===== config.mk =====
export PLATFORM = sky130hd
export DESIGN_NAME = regfile_write_ctrl
export DESIGN_NICKNAME = d
export VERILOG_FILES = /design/src/rtl/regfile_pkg.sv /design/src/rtl/wb_fifo.sv /design/src/rtl/regfile_write_ctrl.sv
export SDC_FILE = /design/constraint.sdc
export NUM_CORES = 1
export LEC_CHECK = 0
export ABC_AREA = 1
export BUFFER_PORTS_ARGS = -buffer_cell sky130_fd_sc_hd__buf_2
export CAP_MARGIN = 20
export CELL_PAD_IN_SITES_DETAIL_PLACEMENT = 1
export CELL_PAD_IN_SITES_GLOBAL_PLACEMENT = 2
export CORE_MARGIN = 2
export CORE_UTILIZATION = 25
export CTS_BUF_LIST = sky130_fd_sc_hd__clkbuf_4
export DETAILED_ROUTE_END_ITERATION = 8
export PLACE_DENSITY = 0.75
export SLEW_MARGIN = 25
export SYNTH_ARGS = -nofsm -noshare
export SYNTH_HDL_FRONTEND = slang
export SYNTH_SLANG_ARGS = --single-unit

===== constraint.sdc =====
create_clock -name clock -period 3.3 [get_ports clock]
set_input_delay 0.165 -clock clock [delete_from_list [all_inputs] [get_ports clock]]
set_output_delay 0.165 -clock clock [all_outputs]
set_load 0.02 [all_outputs]

===== src/rtl/regfile_pkg.sv =====
// Shared types and constants for the register-file write-back path.
package regfile_pkg;

  localparam int REG_ADDR_W = 5;
  localparam int NUM_REGS   = 32;
  localparam int XLEN       = 32;

  typedef logic [REG_ADDR_W-1:0] reg_addr_t;

  localparam reg_addr_t ZERO_REG = 5'd0;

  // One write-back request as seen by the arbiter. Data is XLEN wide, so
  // the controller's WIDTH must not exceed XLEN.
  typedef struct packed {
    reg_addr_t       addr;
    logic [XLEN-1:0] data;
  } wb_req_t;

  // One-hot register select, used to build the pending-write mask.
  function automatic logic [NUM_REGS-1:0] reg_onehot(input reg_addr_t a);
    return NUM_REGS'(1) << a;
  endfunction

endpackage


===== src/rtl/wb_fifo.sv =====
// In-order write-back FIFO. Pointers carry one extra wrap bit so full and
// empty are distinguishable without a separate counter register. Exposes
// a per-slot valid/address view so the owner can build a busy mask.
module wb_fifo
  import regfile_pkg::*;
#(
  parameter int WIDTH = 32,
  parameter int DEPTH = 4
) (
  input  logic                                clock,
  input  logic                                reset,
  input  logic                                push,
  input  reg_addr_t                           push_addr,
  input  logic [WIDTH-1:0]                    push_data,
  input  logic                                pop,
  input  logic                                flush,
  output logic                                full,
  output logic                                empty,
  output logic [$clog2(DEPTH):0]              count,
  output reg_addr_t                           head_addr,
  output logic [WIDTH-1:0]                    head_data,
  output logic [DEPTH-1:0]                    ent_vld,
  output logic [DEPTH-1:0][REG_ADDR_W-1:0]    ent_addr
);

  localparam int AW = $clog2(DEPTH);

  logic [AW:0]                         wptr, rptr;
  logic [DEPTH-1:0][REG_ADDR_W-1:0]    addr_q;
  logic [DEPTH-1:0][WIDTH-1:0]         data_q;
  logic                                do_push, do_pop;

  // Protect the pointers against overflow/underflow; flush overrides both.
  assign do_push = push && !full  && !flush;
  assign do_pop  = pop  && !empty && !flush;

  assign empty = (wptr == rptr);
  assign full  = (wptr[AW-1:0] == rptr[AW-1:0]) && (wptr[AW] != rptr[AW]);
  assign count = wptr - rptr;

  assign head_addr = addr_q[rptr[AW-1:0]];
  assign head_data = data_q[rptr[AW-1:0]];
  assign ent_addr  = addr_q;

  // Pointer update: flush rewinds both pointers, otherwise each advances on its own.
  always_ff @(posedge clock or negedge reset) begin
    if (!reset) begin
      wptr <= '0;
      rptr <= '0;
    end else if (flush) begin
      wptr <= '0;
      rptr <= '0;
    end else begin
      if (do_push) wptr <= wptr + (AW+1)'(1);
      if (do_pop)  rptr <= rptr + (AW+1)'(1);
    end
  end

  // Entry storage; contents only matter while the slot is marked valid.
  always_ff @(posedge clock) begin
    if (do_push && reset) begin
      addr_q[wptr[AW-1:0]] <= push_addr;
      data_q[wptr[AW-1:0]] <= push_data;
    end
  end

  // A slot is live when its distance from the read pointer is below occupancy.
  for (genvar i = 0; i < DEPTH; i++) begin : g_vld
    logic [AW-1:0] off;
    assign off        = AW'(i) - rptr[AW-1:0];
    assign ent_vld[i] = ({1'b0, off} < count);
  end

endmodule


===== src/rtl/regfile_write_ctrl.sv =====
// Write-side controller for the 32-entry register file. Arbitrates the ALU
// and load producers (ALU wins), drops writes to r0, buffers the rest in
// order and issues at most one register-file write per cycle.
module regfile_write_ctrl
  import regfile_pkg::*;
#(
  parameter int WIDTH = 32,
  parameter int DEPTH = 4
) (
  input  logic                        clock,
  input  logic                        reset,
  input  logic                        alu_valid_i,
  output logic                        alu_ready_o,
  input  logic [REG_ADDR_W-1:0]       alu_addr_i,
  input  logic [WIDTH-1:0]            alu_data_i,
  input  logic                        mem_valid_i,
  output logic                        mem_ready_o,
  input  logic [REG_ADDR_W-1:0]       mem_addr_i,
  input  logic [WIDTH-1:0]            mem_data_i,
  input  logic                        wb_stall_i,
  input  logic                        flush_i,
  output logic                        Reg_Write_o,
  output logic [REG_ADDR_W-1:0]       Write_Register_o,
  output logic [WIDTH-1:0]            Write_Data_o,
  output logic [NUM_REGS-1:0]         busy_mask_o,
  output logic [$clog2(DEPTH):0]      count_o
);

  logic                               full, empty;
  logic                               alu_fire, mem_fire, push, pop;
  wb_req_t                            sel;
  reg_addr_t                          head_addr;
  logic [WIDTH-1:0]                   head_data;
  logic [DEPTH-1:0]                   ent_vld;
  logic [DEPTH-1:0][REG_ADDR_W-1:0]   ent_addr;

  // Ready looks only at fullness, never at a same-cycle pop, to keep the
  // handshake off the stall/flush timing path.
  assign alu_ready_o = !full;
  assign mem_ready_o = !full && !alu_valid_i;

  assign alu_fire = alu_valid_i && alu_ready_o;
  assign mem_fire = mem_valid_i && mem_ready_o;

  // Fixed-priority select: ALU request when present, otherwise load.
  always_comb begin
    sel.addr = mem_addr_i;
    sel.data = XLEN'(mem_data_i);
    if (alu_valid_i) begin
      sel.addr = alu_addr_i;
      sel.data = XLEN'(alu_data_i);
    end
  end

  // r0 writes complete the handshake but are never buffered; a push in a
  // flush cycle is dropped.
  assign push = (alu_fire || mem_fire) && (sel.addr != ZERO_REG) && !flush_i;

  assign Reg_Write_o = !empty && !wb_stall_i && !flush_i;
  assign pop         = Reg_Write_o;

  assign Write_Register_o = empty ? ZERO_REG : head_addr;
  assign Write_Data_o     = empty ? '0       : head_data;

  wb_fifo #(
    .WIDTH (WIDTH),
    .DEPTH (DEPTH)
  ) u_fifo (
    .clock     (clock),
    .reset     (reset),
    .push      (push),
    .push_addr (sel.addr),
    .push_data (sel.data[WIDTH-1:0]),
    .pop       (pop),
    .flush     (flush_i),
    .full      (full),
    .empty     (empty),
    .count     (count_o),
    .head_addr (head_addr),
    .head_data (head_data),
    .ent_vld   (ent_vld),
    .ent_addr  (ent_addr)
  );

  // Busy mask: OR of one-hot destinations over live slots; the head stays
  // counted through its issue cycle. Bit 0 is forced low.
  always_comb begin
    busy_mask_o = '0;
    for (int i = 0; i < DEPTH; i++) begin
      if (ent_vld[i]) busy_mask_o = busy_mask_o | reg_onehot(ent_addr[i]);
    end
    busy_mask_o[0] = 1'b0;
  end

endmodule


==> flow_summary.toml <==
[outcome]
status = "complete, no violations"

[critical_path]
crit_path_start = "u_fifo.wptr[0]"
endpoint_kind = "primary output"
r2r-start = "u_fifo.wptr[0]"
cp-start-kind = "flop"
rrSetupSlack_ns = 0.82
critPathKind = "flop to primary output"
path_max_fanout = 8
worstPathRequired_ns = 3.13
crit_arrival_ns = 3.09

[placement]
dp_hpwl_mm = 19.6
dp_cells = 1613
dpl-instance-area_sq_um = 9890
gp_congestion = 0.838
port_buffers = 153

[synthesis]
synth_cell_type_count = 28
synthMostInstantiatedCell = "nand2_1"
yosysSeqAreaShare = 0.523
syn-num-nets = 1156
netlist_top_cells_area = "edfxtp_1 51%, nand2_1 10%, nor2_1 9.4%"
yosys_warnings = 0
synth_common_cells = "234 x nand2_1, 220 x nor2_1, 148 x edfxtp_1"
synth_top_area_cell = "edfxtp_1"
yosys.area.top_type_share = 0.506
synth_enable_flop_cells = 148
synth_flop_cell = "edfxtp_1"
synth_seq_cells = 154
synthCells = 1062
synth_area_sq_um = 8780
syn_avg_cell_area_sq_um = 8.27
ys_async_sr_fraction = 0.0390

[grt]
first_global_vias = 8335
grtUsageTotal = 0.168
antenna_found_initial = 1
gr-usage-met3 = 0.0316
grtUsageMet1 = 0.210
grt_overflow = 0
grt_most_used_layer = "met2"
grt_max_degree = 83
grt_pass1_wl_mm = 46.7
grtUsageMet2 = 0.296

[pwr]
switching_share = 0.501
p_seq_frac = 0.281
cellLeakagePower_nw = 4.69
p_clk_frac = 0.139
cellPowerDensity_nw_per_um2 = 718
power.switching_w = 0.00413
p_comb_frac = 0.579
p_int_w = 0.00411
ir_drop_uv = 485

[cts]
cts_tree = "done"
path_clk_slew_ns = 0.16
clockBufferDepth = 2
root_buffer = "clkbuf_4"
numCtsBuffers = 17
htreeDepth = 4
clock_sinks = 154
clk_latency_ns = 0.54

[final_layout]
area_growth_pct = 30.7
layout-drive-gt1-share = 0.226
final_cells = 1729
fin_util = 0.332
design_area_sq_um = 11500
nets = 1354

[floorplan]
start_util = 0.254
rows = 68
coreArea_sq_um = 34500
die_w_um = 191
die_area_sq_um = 36600
die_h_um = 191
ios = 155

[sta]
hold_viol = 0
timing.final.crit_share = 0.987
period_needed_ns = 3.26
fmax_mhz = 307
drv_slew = 0
fin_tns_setup_ns = 0
rsz0062_at_grt = "true"
worstMarginPinSlew_ns = 0.886
setup_violations = 0
timing.slew.headroom = 0.409
fin_skew_ns = 0.0209
hold_slack_ns = 0.0369

[min_path]
hp-start = "alu_data_i[27]"
hold_path.class = "input port to flop"

[drt]
drt-vias-per-instance = 4.78
wl_mm = 31.3
wl_per_cell_um = 18.1
postRouteAntennaNets = 0
firstDrtPassIters = 5
detail_route.iter0.violations = 525
dr_total_vias = 8263
drc = 0

[run]
drv_cap = 0
-- cell type report --
| type | count | area, sq um |
|---|---|---|
| Sequential cell | 154 | 4600 |
| Tap cell | 455 | 569 |
| Timing Repair Buffer | 245 | 1780 |
| Multi-Input combinational cell | 771 | 3950 |
| Inverter | 71 | 272 |
| Fill cell | 4131 | 23100 |
| Antenna cell | 1 | 2.50 |
| Clock inverter | 15 | 179 |
| Clock buffer | 17 | 128 |
-- sequential cells by signal (all words and copies together), names as in the netlist --
register	count
u_fifo.ent_addr	20
u_fifo.data_q	128
u_fifo.wptr	3
u_fifo.rptr	3
-- kinds of logic after synthesis --
family,synth area share
AOI/OAI and AO/OA,0.0752
xor gates and xnor gates,0.00200
adders and majority gates,0.0208
buffers and inverters,0.0769
DFF,0.523
other,0.000427
and+or+nand+nor,0.301
-- per-stage QoR --
| step | setup WS [ns] | power (W) |
|---|---|---|
| floorplan | -0.210 | 0.00494 |
| finish | 0.0421 | 0.00824 |
| detailed placement | 0.387 | 0.00579 |
| global route | -0.0742 | 0.00870 |
| CTS | 0.0156 | 0.00779 |
| global placement | 0.466 | 0.00574 |
-- routing by layer --
layer,wire length [um],vias up
met5,0,-
met4,663,0
met3,1730,59
met2,15300,265
met1,13600,3976
li1,-,3963
-- worst max-delay path, stage by stage, from the launching register on --
cell,delay [ns]
dfrtp_1,0.42
inv_2,0.09
ha_4,0.14
inv_4,0.03
fa_1,0.59
inv_4,0.09
ha_4,0.26
inv_2,0.04
o21bai_4,0.17
buf_12,0.16
nand2_8,0.10
nand2_1,0.09
nand4_1,0.15
buf_2,0.21
-- cells in the final DEF (no fill, tap or decap), types with 2 or more instances in the layout --
cell / n
a21oi_1: 47
buf_12: 5
buf_2: 135
buf_4: 26
buf_6: 13
clkbuf_4: 17
clkinv_1: 4
clkinv_4: 2
clkinv_8: 5
clkinvlp_4: 2
dfrtp_1: 5
dlygate4sd3_1: 66
edfxtp_1: 148
ha_1: 8
ha_4: 5
inv_1: 56
inv_2: 9
inv_4: 2
inv_8: 5
nand2_1: 218
nand2_2: 16
nand2_4: 5
nand2_8: 11
nand3_1: 70
nand3_2: 19
nand4_1: 44
nor2_1: 219
nor3_1: 17
nor3_4: 3
o21ai_0: 76
o21ai_1: 3
o21bai_4: 3
xor2_1: 2
-- path summary, 6_finish.rpt --
path                                            to  depth (start not counted)
worst max-delay path               busy_mask_o[13]                         13
worst min-delay path            u_fifo.data_q[123]                          3
worst max register to register   u_fifo.data_q[72]                          8
worst min register to register      u_fifo.wptr[0]                          3
max in group asynchronous           u_fifo.rptr[0]                          3
min in group asynchronous           u_fifo.wptr[2]                          3
-- power by group through the flow --
stage	sequential [W]	clock [W]	combinational, W
after floorplan	0.00233	0	0.00261
after global placement	0.00236	0	0.00338
after detailed placement	0.00236	0	0.00343
after CTS	0.00232	0.00119	0.00429
after global routing	0.00233	0.00127	0.00510
final	0.00232	0.00115	0.00478
-- what timing repair did --
| item | 4_1_cts | 5_1_grt |
|---|---|---|
| endpoints found under the setup margin | 31 | 31 |
| cloned | 6 | 2 |
| resized for setup | 19 | 84 |
| pin swaps | 6 | 14 |
| setup buffers | 6 | 3 |
| hold buffers | 66 | 0 |
| hold endpoints to repair | 135 | 0 |
Note: power is estimated with default switching activity, not from simulation.
